### src/rtl/cpu_pkg.sv
// cpu_pkg
//   Shared definitions for the front end of the CPU: default widths, the
//   halt opcode and the fetch state encoding.
package cpu_pkg;

   localparam int          PC_W_DEF        = 4;
   localparam int          INSTR_W_DEF     = 4;
   localparam int          CNT_W_DEF       = 8;
   localparam logic [3:0]  HALT_OPCODE_DEF = 4'b1111;

   // START  : one settle cycle after reset release, no capture
   // FETCH  : normal fetching
   // HALTED : HALT word captured, fetching frozen until redirect/reset
   typedef enum logic [1:0] {
      ST_START  = 2'd0,
      ST_FETCH  = 2'd1,
      ST_HALTED = 2'd2
   } fetch_state_t;

endpackage

### src/rtl/sat_counter.sv
// sat_counter
//   Up counter that sticks at all-ones instead of wrapping.
//   clk   : rising-edge clock
//   reset : asynchronous, active-high; clears count
//   inc   : increment request for this cycle
//   count : current value
module sat_counter #(
   parameter int W = 8
) (
   input  logic         clk,
   input  logic         reset,
   input  logic         inc,
   output logic [W-1:0] count
);

   always_ff @(posedge clk or posedge reset) begin
      if (reset) begin
         count <= '0;
      end else if (inc && (count != {W{1'b1}})) begin
         count <= count + 1'b1;
      end
   end

endmodule

### src/rtl/instr_fetch_unit.sv
// instr_fetch_unit
//   Fetch stage in front of a combinational instruction memory. Owns the PC,
//   presents it as the memory read address, registers the returned word and
//   hands it to decode over a valid/ready handshake. Supports redirect with
//   flush, stops after delivering HALT_OPCODE and counts captures.
//
//   Ports
//     clk, reset      : rising-edge clock, asynchronous active-high reset
//     imem_addr       : memory read address (always pc_q)
//     imem_data       : memory read data for imem_addr
//     redirect_valid  : load redirect_pc, flush the output register
//     redirect_pc     : branch/jump target
//     out_valid       : out_instr/out_pc hold a valid instruction
//     out_ready       : decode accepts
//     out_instr       : fetched instruction
//     out_pc          : address out_instr came from
//     halted          : fetch stopped after HALT was captured
//     fetch_count     : saturating count of captures since reset
//
//   Handshake: a transfer happens at a rising edge where out_valid and
//   out_ready are both high. While out_valid is high and out_ready is low,
//   out_instr and out_pc do not change. out_valid never depends
//   combinationally on out_ready.
module instr_fetch_unit
   import cpu_pkg::*;
#(
   parameter int                 PC_W        = PC_W_DEF,
   parameter int                 INSTR_W     = INSTR_W_DEF,
   parameter logic [PC_W-1:0]    RESET_PC    = '0,
   parameter logic [INSTR_W-1:0] HALT_OPCODE = HALT_OPCODE_DEF,
   parameter int                 CNT_W       = CNT_W_DEF
) (
   input  logic               clk,
   input  logic               reset,
   output logic [PC_W-1:0]    imem_addr,
   input  logic [INSTR_W-1:0] imem_data,
   input  logic               redirect_valid,
   input  logic [PC_W-1:0]    redirect_pc,
   output logic               out_valid,
   input  logic               out_ready,
   output logic [INSTR_W-1:0] out_instr,
   output logic [PC_W-1:0]    out_pc,
   output logic               halted,
   output logic [CNT_W-1:0]   fetch_count
);

   fetch_state_t     state_q;
   logic [PC_W-1:0]  pc_q;
   logic             capture;
   logic             is_halt;

   // Capture only when the output slot is empty or being drained this edge.
   assign capture = (state_q == ST_FETCH) && !redirect_valid &&
                    (!out_valid || out_ready);
   assign is_halt = (imem_data == HALT_OPCODE);

   assign imem_addr = pc_q;
   assign halted    = (state_q == ST_HALTED);

   always_ff @(posedge clk or posedge reset) begin
      if (reset) begin
         state_q   <= ST_START;
         pc_q      <= RESET_PC;
         out_valid <= 1'b0;
         out_instr <= '0;
         out_pc    <= '0;
      end else if (redirect_valid) begin
         // Flush: any word in flight is dropped (or was just taken by decode).
         state_q   <= ST_FETCH;
         pc_q      <= redirect_pc;
         out_valid <= 1'b0;
      end else begin
         case (state_q)
            ST_START: begin
               state_q <= ST_FETCH;
            end
            ST_FETCH: begin
               if (capture) begin
                  out_instr <= imem_data;
                  out_pc    <= pc_q;
                  out_valid <= 1'b1;
                  if (is_halt) begin
                     // PC parks on the HALT address.
                     state_q <= ST_HALTED;
                  end else begin
                     pc_q <= pc_q + 1'b1;
                  end
               end else if (out_valid && out_ready) begin
                  out_valid <= 1'b0;
               end
            end
            ST_HALTED: begin
               if (out_valid && out_ready) begin
                  out_valid <= 1'b0;
               end
            end
            default: begin
               state_q <= ST_START;
            end
         endcase
      end
   end

   sat_counter #(
      .W (CNT_W)
   ) u_fetch_count (
      .clk   (clk),
      .reset (reset),
      .inc   (capture),
      .count (fetch_count)
   );

endmodule

### config.mk
export PLATFORM = sky130hd
export DESIGN_NAME = instr_fetch_unit
export DESIGN_NICKNAME = d
export VERILOG_FILES = /design/src/rtl/cpu_pkg.sv /design/src/rtl/sat_counter.sv /design/src/rtl/instr_fetch_unit.sv
export SDC_FILE = /design/constraint.sdc
export NUM_CORES = 1
export LEC_CHECK = 0
export ABC_AREA = 1
export ABC_CLOCK_PERIOD_IN_PS = 1800
export BUFFER_PORTS_ARGS = -buffer_cell sky130_fd_sc_hd__buf_4
export CORE_UTILIZATION = 51
export CTS_CLUSTER_DIAMETER = 120
export DETAILED_ROUTE_END_ITERATION = 12
export PLACE_DENSITY = 0.82
export SLEW_MARGIN = 20
export SYNTH_ARGS = -nofsm -noshare
export SYNTH_HDL_FRONTEND = slang
export SYNTH_SLANG_ARGS = --single-unit
### constraint.sdc
create_clock -name clk -period 1.8 [get_ports clk]
set_clock_uncertainty 0.15 [all_clocks]
set_input_delay 0 -clock clk [delete_from_list [all_inputs] [get_ports clk]]
set_output_delay 0 -clock clk [all_outputs]
set_load 0.05 [all_outputs]
==> reports/qor.csv, run 1 <==
stage,metric,value,unit
worst_setup_path,r2r endpoint,out_instr[3]$_DFFE_PP0P_,
timing,Final Hold Fails,0,
timing,WHS,0.121,ns
clocking,number of buffers created by CTS,3,
worst_setup_path,Crit path arrival time,1.87,ns
timing,Final Max Tran Viols,0,
placement,dpl hpwl,1900,microns
timing,final worst path period need,1.76,ns
global_routing,vias in the first global route,1182,
worst_setup_path,Crit-path slowest cell,dlygate4sd3_1,
run,Max Cap Viol,0,
synthesis,"Cell Area, Synth",1260,sq um
timing,period utilization,98.0,%
cells_and_area,ANT cells,0,
synthesis,Yosys cell types,23,
worst_setup_path,CP Cell Sequence,"dlygate4sd3_1, buf_4, clkinv_4, nand3_2, nor2_8, nand2_1, nand2_1, dlygate4sd3_1",
routing,vias,1296,
synthesis,synth top area cells,"dfrtp_1, nand2_1, nand3_1",
routing,DRT Pass-1 Iters,4,
synthesis,Post-synth EDFFs,0,
synthesis,Avg Inst Size Synth,7.58,sq um
routing,DRT iter0 DRCs,24,
cells_and_area,FILL cells,156,
routing,drc violations,0,
worst_setup_path,CP max stage delay,0.55,ns
power,Pleak,0.979,nW
floorplanning,# rows,17,
placement,DP Cell Count,227,
synthesis,library cell with the highest instance count after synthesis,nand2_1,
placement,dpl cell area,1540,sq um
synthesis,warnings from Yosys,0,
placement,GPL Wtd Cong,0.838,
clocking,clock-pin slew on the worst setup and hold paths,0.13,ns
synthesis,Yosys top cell by area,dfrtp_1,
global_routing,first-pass GRT wire length,4920,microns
worst_setup_path,CP required,1.91,ns
global_routing,remaining global-route overflow,0,
power,worst vdd ir,1.01,mV
worst_setup_path,reg2reg path depth,6,
global_routing,pin count of the biggest net entering global routing,24,
synthesis,number of synthesized register bits,23,
synthesis,Synth Net Count,180,
global_routing,initial antenna violation count,0,
floorplanning,DIE AREA,2670,sq um
cells_and_area,"final std cell area, no fill",1790,sq um
worst_setup_path,Worst setup EP type,flop,
synthesis,top cell type's share of synthesized area,45.8,%
routing,Routed Antenna Nets,0,
floorplanning,die height,51.7,microns
timing,Slew @ Worst Pin,0.295,ns
cells_and_area,share of cells above drive strength 1,26.9,%
worst_setup_path,crit-path max FO,9,
clocking,CTS tree,yes,
synthesis,"Seq/Total Area, Yosys",45.8,%
routing,drt total wl,3140,microns
synthesis,Post-Syn Instances,166,
floorplanning,I/O pin cnt,34,
worst_setup_path,startpoint types,input port,
worst_setup_path,reg-to-reg startpoint,state_q[1]$_DFFE_PP0P_,
cells_and_area,final standard cell utilization of the core,78.6,%
global_routing,Overall Global Routing Usage,24.8,%
hold_path,Worst Hold Class,input port to async pin,
floorplanning,Starting Density,55.3,%
timing,endpoints failing setup,0,
cells_and_area,net count reported at finish,242,
floorplanning,Chip Width,51.7,microns
cells_and_area,Final Non-Filler Cells,255,
placement,Port Buffers,33,
clocking,Root Driver,clkbuf_4,
clocking,clock sink total,23,
timing,slew margin rel.,80.3,%
cells_and_area,area grow syn2layout,42.3,%
power,PD cells,1110,nW/um^2
timing,Fmax,567,MHz
routing,drt via density,5.08,
synthesis,Post-synth ARST share,100,%
run_status,status,finished clean,
timing,setup TNS,0,ns
floorplanning,Core Footprint,2280,sq um
timing,RSZ-0062 raised after global routing,false,
clocking,CTS max path bufs,2,
clocking,"Clk Latency, worst-skew pair",0.31,ns
worst_setup_path,slack of the worst reg-to-reg path,0.04,ns
routing,drt wl/cell,12.3,microns
synthesis,Main synth FF type,dfrtp_1,
worst_setup_path,Setup CP Type,input port to flop,
synthesis,most common library cells after synthesis,"nand2_1, dfrtp_1, inv_1",
clocking,htree depth,1,
flip-flops by register name, indices dropped and copies added, names as in the netlist:
signal	count
out_pc	4
imem_addr	4
out_valid	1
u_fetch_count.count	8
out_instr	4
state_q	2
layout by cell type (no fill, tap or decap):
cell type	synthesis	final
dlygate4sd3_1	0	16
clkinv_2	0	1
ha_1	2	2
nand3b_1	1	1
nand2_2	1	1
nor2_1	8	8
xnor2_1	2	2
nand3_1	10	10
nand4_1	2	2
buf_4	0	42
o21ai_0	5	5
clkbuf_4	0	3
nor2_8	1	1
nand2_4	2	2
nor2_4	2	3
inv_1	11	11
nand3_2	2	2
inv_2	4	4
o22ai_1	1	1
clkinv_4	1	1
xor2_1	1	1
o21ai_2	1	1
nand2_1	83	83
dfrtp_1	23	23
a21oi_1	1	1
routing by layer:
| layer | track usage, % | vias up | wire length, microns |
|---|---|---|---|
| met1 | 28.9 | 613 | 1310 |
| met3 | 3.51 | 2 | 127 |
| met4 | 8.11 | 0 | 14 |
| li1 | - | 634 | - |
| met2 | 45.9 | 47 | 1690 |
| met5 | 0 | - | 0 |
worst max-delay path: cells and delay by family:
family        cells  cell delay (ns)
simple gates      4             0.53
buf+inv           4             1.35
worst max path at each step:
stage	start	endpoint	slack [ns]	depth (start not counted)
after global routing	state_q[1]$_DFFE_PP0P_	out_instr[3]$_DFFE_PP0P_	0.01	6
final	redirect_valid	out_instr[3]$_DFFE_PP0P_	0.04	8
after detailed placement	u_fetch_count.count[0]$_DFFE_PP0P_	u_fetch_count.count[7]$_DFFE_PP0P_	0.34	6
after floorplan	u_fetch_count.count[0]$_DFFE_PP0P_	u_fetch_count.count[7]$_DFFE_PP0P_	0.07	6
after global placement	u_fetch_count.count[0]$_DFFE_PP0P_	u_fetch_count.count[7]$_DFFE_PP0P_	0.41	6
after CTS	state_q[1]$_DFFE_PP0P_	out_instr[1]$_DFFE_PP0P_	0.05	7
final cells by class:
| class | instances | area, sq um | area share [%] |
|---|---|---|---|
| inverter | 16 | 65.1 | 3.64 |
| clock inverter | 1 | 5.00 | 0.280 |
| sequential | 23 | 576 | 32.2 |
| clock buffer | 3 | 22.5 | 1.26 |
| timing repair buffer | 58 | 475 | 26.6 |
| multi-input combinational | 126 | 611 | 34.1 |
| tap | 28 | 35.0 | 1.96 |
per-stage QoR:
step	worst slack, ns	total power, W
final	0.0356	0.00199
after global routing	0.0150	0.00212
after CTS	0.0512	0.00195
after detailed placement	0.339	0.00168
after global placement	0.412	0.00166
after floorplan	0.0729	0.00140
kinds of logic (layout without fill, tap and decap cells):
logic type / Yosys count / count (layout) / synth area share, %
flip-flops: 23 / 23 / 45.8
adder cells (fa/ha/maj): 2 / 2 / 1.99
AO/OA/AOI/OAI: 8 / 8 / 3.58
AND/OR/NAND/NOR: 113 / 113 / 40.5
XOR/XNOR: 3 / 3 / 2.09
buffers and inverters: 17 / 78 / 6.07
power breakdown:
group	total, W	internal (W)	switching [W]
registers	0.000769	0.000627	0.000142
logic	0.000986	0.000333	0.000653
clock network	0.000239	0.0000830	0.000156
repair_timing:
item	CTS	global route
setup endpoints to repair	0	3
endpoints found under the hold margin	37	0
resized for setup	0	1
setup buffers	0	8
hold buffers	16	0
Note: power is estimated with default switching activity, not from simulation.
==> inputs of run 2 (changes only) <==
ABC_CLOCK_PERIOD_IN_PS = 1500   (was 1800)
CORE_UTILIZATION = 46   (was 51)
PLACE_DENSITY = 0.78   (was 0.82)
clock period = 1.5 ns   (was 1.8 ns; I/O delays follow)
==> run 2 against run 1 <==
First-iteration DRC count fell by 33%; utilization down 11 points; wire length down 6.0%; via count fell by 7.5%; sequential power increased by 21%.
==> reports/qor.csv, run 2 (synthesis gave the netlist of run 1 again) <==
stage,metric,value,unit
worst_setup_path,Crit path arrival time,1.51,ns
routing,drt total wl,2950,microns
worst_setup_path,crit path launch,state_q[1]$_DFFE_PP0P_,
clocking,CTS tree,yes,
worst_setup_path,slack of the worst reg-to-reg path,0.1,ns
worst_setup_path,CP Cell Sequence,"inv_2, nand2_1, nor2_2, nand2_4, nor2_4, nand2_1, nand2_1",
worst_setup_path,Worst setup EP type,flop,
power,Sw Ratio,47.7,%
power,Pint,0.00124,W
timing,RSZ-0062 raised after global routing,false,
power,clock share of power,12.4,%
worst_setup_path,reg-to-reg startpoint,state_q[1]$_DFFE_PP0P_,
clocking,"Clk Latency, worst-skew pair",0.31,ns
worst_setup_path,Crit-path slowest cell,dfrtp_1,
cells_and_area,"commonest non-fill, non-tap cells in the layout","nand2_1, buf_4, dfrtp_1",
timing,final worst path period need,1.40,ns
timing,setup TNS,0,ns
global_routing,pin count of the biggest net entering global routing,24,
clocking,CTS max path bufs,2,
cells_and_area,net count reported at finish,231,
worst_setup_path,r2r endpoint,u_fetch_count.count[7]$_DFFE_PP0P_,
floorplanning,I/O pin cnt,34,
cells_and_area,FILL cells,219,
timing,period utilization,93.5,%
routing,drc violations,0,
clocking,number of buffers created by CTS,3,
floorplanning,# rows,18,
worst_setup_path,CP max stage delay,0.42,ns
power,PD cells,1390,nW/um^2
timing,Final Max Tran Viols,0,
global_routing,first-pass GRT wire length,4860,microns
timing,endpoints failing setup,0,
routing,drt wl/cell,12.0,microns
routing,Routed Antenna Nets,0,
global_routing,remaining global-route overflow,0,
hold_path,Worst Hold Class,input port to async pin,
clocking,clock sink total,23,
worst_setup_path,crit path capture,u_fetch_count.count[7]$_DFFE_PP0P_,
worst_setup_path,crit-path max FO,10,
timing,Slew @ Worst Pin,0.302,ns
floorplanning,DIE AREA,2950,sq um
run,Max Cap Viol,0,
routing,DRT iter0 DRCs,16,
timing,Fmax,713,MHz
global_routing,vias in the first global route,1126,
timing,slew margin rel.,79.9,%
cells_and_area,area grow syn2layout,36.4,%
cells_and_area,"commonest non-fill, non-tap cell in the layout",nand2_1,
cells_and_area,Final Non-Filler Cells,246,
power,Combinational Power Share,48.4,%
cells_and_area,Largest register FFs,8,
power,sequential power share,39.3,%
global_routing,Overall Global Routing Usage,22.8,%
cells_and_area,share of cells above drive strength 1,28.2,%
placement,GPL Wtd Cong,0.769,
floorplanning,Chip Width,54.3,microns
routing,vias,1199,
cells_and_area,ANT cells,0,
power,Pleak,0.916,nW
worst_setup_path,startpoint types,flop,
run_status,status,finished clean,
worst_setup_path,Setup CP Type,flop to flop,
worst_setup_path,cell mode on critical path,nand2_1,
cells_and_area,sequential cell area,582,sq um
power,switching pwr,0.00113,W
cells_and_area,Largest Register,u_fetch_count.count,
routing,DRT Pass-1 Iters,4,
global_routing,initial antenna violation count,0,
clocking,Root Driver,clkbuf_4,
power,worst vdd ir,0.960,mV
worst_setup_path,CP required,1.60,ns
worst_setup_path,reg2reg path depth,7,
routing,drt via density,4.87,
clocking,htree depth,1,
floorplanning,die height,54.3,microns
placement,dpl hpwl,2020,microns
cells_and_area,final standard cell utilization of the core,68.0,%
cells_and_area,multi-input combinational cell area,621,sq um
timing,Final Hold Fails,0,
placement,DP Cell Count,230,
floorplanning,Starting Density,49.9,%
clocking,clock-pin slew on the worst setup and hold paths,0.14,ns
placement,Port Buffers,33,
floorplanning,Core Footprint,2520,sq um
==> run 2: through the flow <==
step / power, W / setup WS (ns) / hold slack [ns] / area, sq um
floorplan: 0.00172 / 0.0207 / -0.148 / 1280
global placement: 0.00204 / 0.191 / -0.0872 / 1570
detailed placement: 0.00208 / 0.140 / -0.0796 / 1570
CTS: 0.00239 / 0.0988 / 0.124 / 1720
global route: 0.00254 / 0.00728 / 0.190 / 1720
finish: 0.00238 / 0.0970 / 0.126 / 1720
==> run 2: cell type report <==
cell class | instances | share of cell area [%]
sequential | 23 | 33.9
timing repair buffer | 47 | 22.3
inverter | 16 | 3.79
clock inverter | 1 | 0.292
tap | 30 | 2.19
clock buffer | 3 | 1.31
multi-input combinational | 126 | 36.2
==> run 2: per-layer routing <==
metal	up-vias	share of wire (%)	track usage [%]
met1	557	44	26.1
met3	4	2.4	3.06
li1	615	-	-
met4	0	1.3	6.84
met5	-	0	0
met2	23	52	43.1
==> run 2: how the worst min path moves through the flow <==
| stage | from | to | slack (ns) |
|---|---|---|---|
| 4_1_cts | reset | u_fetch_count.count[5]$_DFFE_PP0P_ | 0.12 |
| 3_5_place_dp | reset | out_instr[3]$_DFFE_PP0P_ | -0.08 |
| 5_1_grt | reset | out_instr[2]$_DFFE_PP0P_ | 0.19 |
| 3_3_place_gp | reset | out_instr[3]$_DFFE_PP0P_ | -0.09 |
| 2_1_floorplan | reset | imem_addr[0]$_DFFE_PP0P_ | -0.15 |
| 6_report | reset | u_fetch_count.count[4]$_DFFE_PP0P_ | 0.13 |
==> run 2: repair_timing <==
action / CTS / global route
setup buffers: 0 / 0
hold endpoints to repair: 36 / 0
gates resized for setup: 0 / 0
hold buffers: 12 / 0
==> run 2: critical path: cells and delay by family (launching register included) <==
| family | cells | cell delay, ns |
|---|---|---|
| buffers and inverters | 1 | 0.08 |
| AND/OR/NAND/NOR | 6 | 0.70 |
| flip-flops | 1 | 0.42 |
==> run 2: power by group through the flow <==
stage | sequential, W | combinational, W | clock, W
6_report | 0.000933 | 0.00115 | 0.000294
5_1_grt | 0.000960 | 0.00125 | 0.000323
4_1_cts | 0.000934 | 0.00116 | 0.000301
3_5_place_dp | 0.000949 | 0.00113 | 0
3_3_place_gp | 0.000938 | 0.00110 | 0
2_1_floorplan | 0.00139 | 0.000329 | 0
==> inputs of run 3 (changes only) <==
RECOVER_POWER = 25   (was default)
SYNTH_HIERARCHICAL = 1   (was default)
==> run 3 against run 2 <==
Sequential share of layout area increased by 0.20 points; register-to-register slack worse by 0.06 ns; total power shrank 8.7%; cell area shrank 0.15%; setup slack lost 0.056 ns; first-iteration DRC count is 56% lower; clock-buffer cell count up 1; wire length fell by 8.8%; fmax fell by 3.8%; non-clock buffer count grew 2; sequential cell count stayed put; largest power group unchanged.
==> reports/qor.csv, run 3 <==
stage,metric,value,unit
run_status,status,finished clean,
routing,vias,1144,
worst_setup_path,crit path capture,u_fetch_count/count[6]$_DFFE_PP0P_,
hold_path,Worst Hold Class,input port to async pin,
cells_and_area,FILL cells,215,
cells_and_area,area grow syn2layout,38.0,%
timing,period utilization,97.3,%
worst_setup_path,CP max stage delay,0.43,ns
synthesis,xor/xnor cell area share of the yosys netlist,0.706,%
run,Max Cap Viol,0,
global_routing,first-pass GRT wire length,4280,microns
timing,Slew @ Worst Pin,0.570,ns
synthesis,Yosys cell types,27,
floorplanning,DIE AREA,2910,sq um
clocking,htree depth,1,
worst_setup_path,CP Cell Sequence,"inv_2, nor2_2, nor2_4, nand2_4, inv_6, buf_4, nand3_1, o21ai_1, inv_1",
synthesis,"Cell Area, Synth",1240,sq um
cells_and_area,Largest register FFs,8,
synthesis,warnings from Yosys,6,
timing,endpoints failing setup,0,
global_routing,vias in the first global route,1034,
routing,drc violations,0,
worst_setup_path,crit-path max FO,5,
worst_setup_path,Crit path arrival time,1.53,ns
floorplanning,# rows,18,
synthesis,top cell type's share of synthesized area,46.4,%
timing,Final Max Tran Viols,0,
floorplanning,die height,53.9,microns
cells_and_area,ANT cells,0,
timing,RSZ-0062 raised after global routing,true,
synthesis,number of synthesized register bits,23,
floorplanning,Chip Width,53.9,microns
synthesis,Main synth FF type,dfrtp_1,
routing,DRT Pass-1 Iters,5,
routing,Routed Antenna Nets,0,
worst_setup_path,reg-to-reg startpoint,out_valid$_DFFE_PP0P_,
synthesis,Synth Net Count,167,
cells_and_area,"commonest non-fill, non-tap cell in the layout",nand2_1,
clocking,"Clk Latency, worst-skew pair",0.31,ns
worst_setup_path,Worst setup EP type,flop,
worst_setup_path,"delay-heaviest family, CP",flip-flops,
timing,slew margin rel.,61.9,%
timing,Final Hold Fails,0,
synthesis,Post-Synth Adder-Cell Area,2.02,%
clocking,CTS tree,yes,
cells_and_area,sequential cell area,584,sq um
synthesis,mux cell area share after synthesis,0,%
synthesis,library cell with the highest instance count after synthesis,nand2_1,
cells_and_area,final standard cell utilization of the core,67.9,%
worst_setup_path,crit path launch,out_valid$_DFFE_PP0P_,
clocking,number of buffers created by CTS,3,
synthesis,largest family of logic cells by synthesized area,simple AND/OR/NAND/NOR gates,
placement,dpl hpwl,1910,microns
global_routing,pin count of the biggest net entering global routing,16,
cells_and_area,Largest Register,u_fetch_count/count,
worst_setup_path,r2r endpoint,u_fetch_count/count[6]$_DFFE_PP0P_,
clocking,clock-pin slew on the worst setup and hold paths,0.12,ns
routing,DRT iter0 DRCs,7,
cells_and_area,"final std cell area, no fill",1710,sq um
placement,DP Cell Count,215,
worst_setup_path,slack of the worst reg-to-reg path,0.04,ns
timing,Fmax,685,MHz
clocking,CTS max path bufs,2,
timing,final worst path period need,1.46,ns
synthesis,Avg Inst Size Synth,8.11,sq um
synthesis,Yosys top cell by area,dfrtp_1,
global_routing,remaining global-route overflow,0,
routing,drt total wl,2690,microns
synthesis,most common library cells after synthesis,"nand2_1, dfrtp_1, inv_1",
synthesis,Post-synth EDFFs,0,
synthesis,Synth Area in Simple Gates,34.0,%
worst_setup_path,crit path buf inv count,4,
power,worst vdd ir,1.09,mV
cells_and_area,"commonest non-fill, non-tap cells in the layout","nand2_1, buf_4, inv_1",
clocking,Root Driver,clkbuf_4,
global_routing,initial antenna violation count,0,
routing,drt wl/cell,11.5,microns
clocking,clock sink total,23,
placement,GPL Wtd Cong,0.773,
worst_setup_path,CP required,1.57,ns
floorplanning,Starting Density,49.2,%
synthesis,Post-Syn Instances,153,
power,PD cells,1270,nW/um^2
synthesis,Compound-Gate Fraction of Synth Area,7.06,%
timing,setup TNS,0,ns
worst_setup_path,Crit-path slowest cell,dfrtp_2,
worst_setup_path,WP depth,9,
cells_and_area,Final Non-Filler Cells,233,
worst_setup_path,Setup CP Type,flop to flop,
floorplanning,I/O pin cnt,34,
cells_and_area,net count reported at finish,218,
worst_setup_path,reg2reg path depth,9,
power,Pleak,0.904,nW
cells_and_area,multi-input combinational cell area,578,sq um
floorplanning,Core Footprint,2520,sq um
routing,drt via density,4.91,
global_routing,Overall Global Routing Usage,20.9,%
placement,dpl cell area,1550,sq um
power,Tot Pwr,0.00217,W
placement,Port Buffers,33,
synthesis,"Seq/Total Area, Yosys",46.4,%
cells_and_area,share of cells above drive strength 1,37.4,%
worst_setup_path,startpoint types,flop,
synthesis,Post-synth ARST share,100,%
synthesis,synth top area cells,"dfrtp_1, nand2_1, inv_1",
[run 3: cell types whose count changed in the layout (fill, tap and decap cells not counted), moves of 2 or more]
cell     previous run  this run
inv_2               4         2
dfrtp_2             5         7
o21ai_1             0         5
inv_1              11        19
buf_4              35        37
o21ai_2             1         4
nor2_1              7         2
o21ai_0             5         2
nand2_2             1         8
dfrtp_1            18        16
nand2_1            83        51
[run 3: cell families after synthesis]
group,Yosys count
adders and majority gates,2
and+or+nand+nor,88
DFF,23
buffers and inverters,26
xor gates and xnor gates,1
AOI/OAI and AO/OA,13
[run 3: area by class of cell]
| cell class | count | area share [%] |
|---|---|---|
| flip-flops and latches | 23 | 34.1 |
| well taps | 30 | 2.19 |
| repair buffers | 49 | 23.1 |
| inverters | 23 | 5.33 |
| clock buffers | 4 | 1.53 |
| multi-input cells | 104 | 33.7 |
[run 3: metal layers]
layer,part of all wire [%],up-vias,track usage [%]
met5,0,-,0
met4,1.2,0,10.5
met3,2.8,4,4.52
met2,52,22,33.5
met1,44,545,26.3
li1,-,573,-
[run 3: through the flow]
step	hold WS [ns]	worst slack, ns
after floorplan	-0.335	-0.183
after global placement	-0.172	0.0628
after detailed placement	-0.161	0.0204
after CTS	0.0317	0.0212
after global routing	0.0620	-0.0554
final	0.0453	0.0412
[run 3: report_power, final]
part	leakage (nW)	internal, W	switching (W)
Clock	0.0150	0.000104	0.000184
Sequential	0.273	0.000744	0.000147
Combinational	0.616	0.000336	0.000655
[run 3: worst min path at each step]
stage	start	endpoint	slack [ns]
after global placement	reset	u_fetch_count/count[2]$_DFFE_PP0P_	-0.17
after floorplan	reset	u_fetch_count/count[2]$_DFFE_PP0P_	-0.33
final	reset	u_fetch_count/count[6]$_DFFE_PP0P_	0.05
after global routing	reset	u_fetch_count/count[5]$_DFFE_PP0P_	0.06
after detailed placement	reset	u_fetch_count/count[2]$_DFFE_PP0P_	-0.16
after CTS	reset	u_fetch_count/count[6]$_DFFE_PP0P_	0.03
[run 3: what timing repair did]
action | CTS | global route
resized for setup | 0 | 2
setup endpoints to repair | 1 | 6
setup buffers | 0 | 3
gates cloned | 0 | 0
pin swaps | 1 | 0
hold buffers | 11 | 0
hold endpoints to repair | 34 | 0
[run 3: worst reg2reg max path, delay by kind of cell, from the launching register on]
kind                   cells  cell delay [ns]
flip-flops                 1             0.43
AND/OR/NAND/NOR            4             0.35
buffers and inverters      4             0.30
AO/OA/AOI/OAI              1             0.14
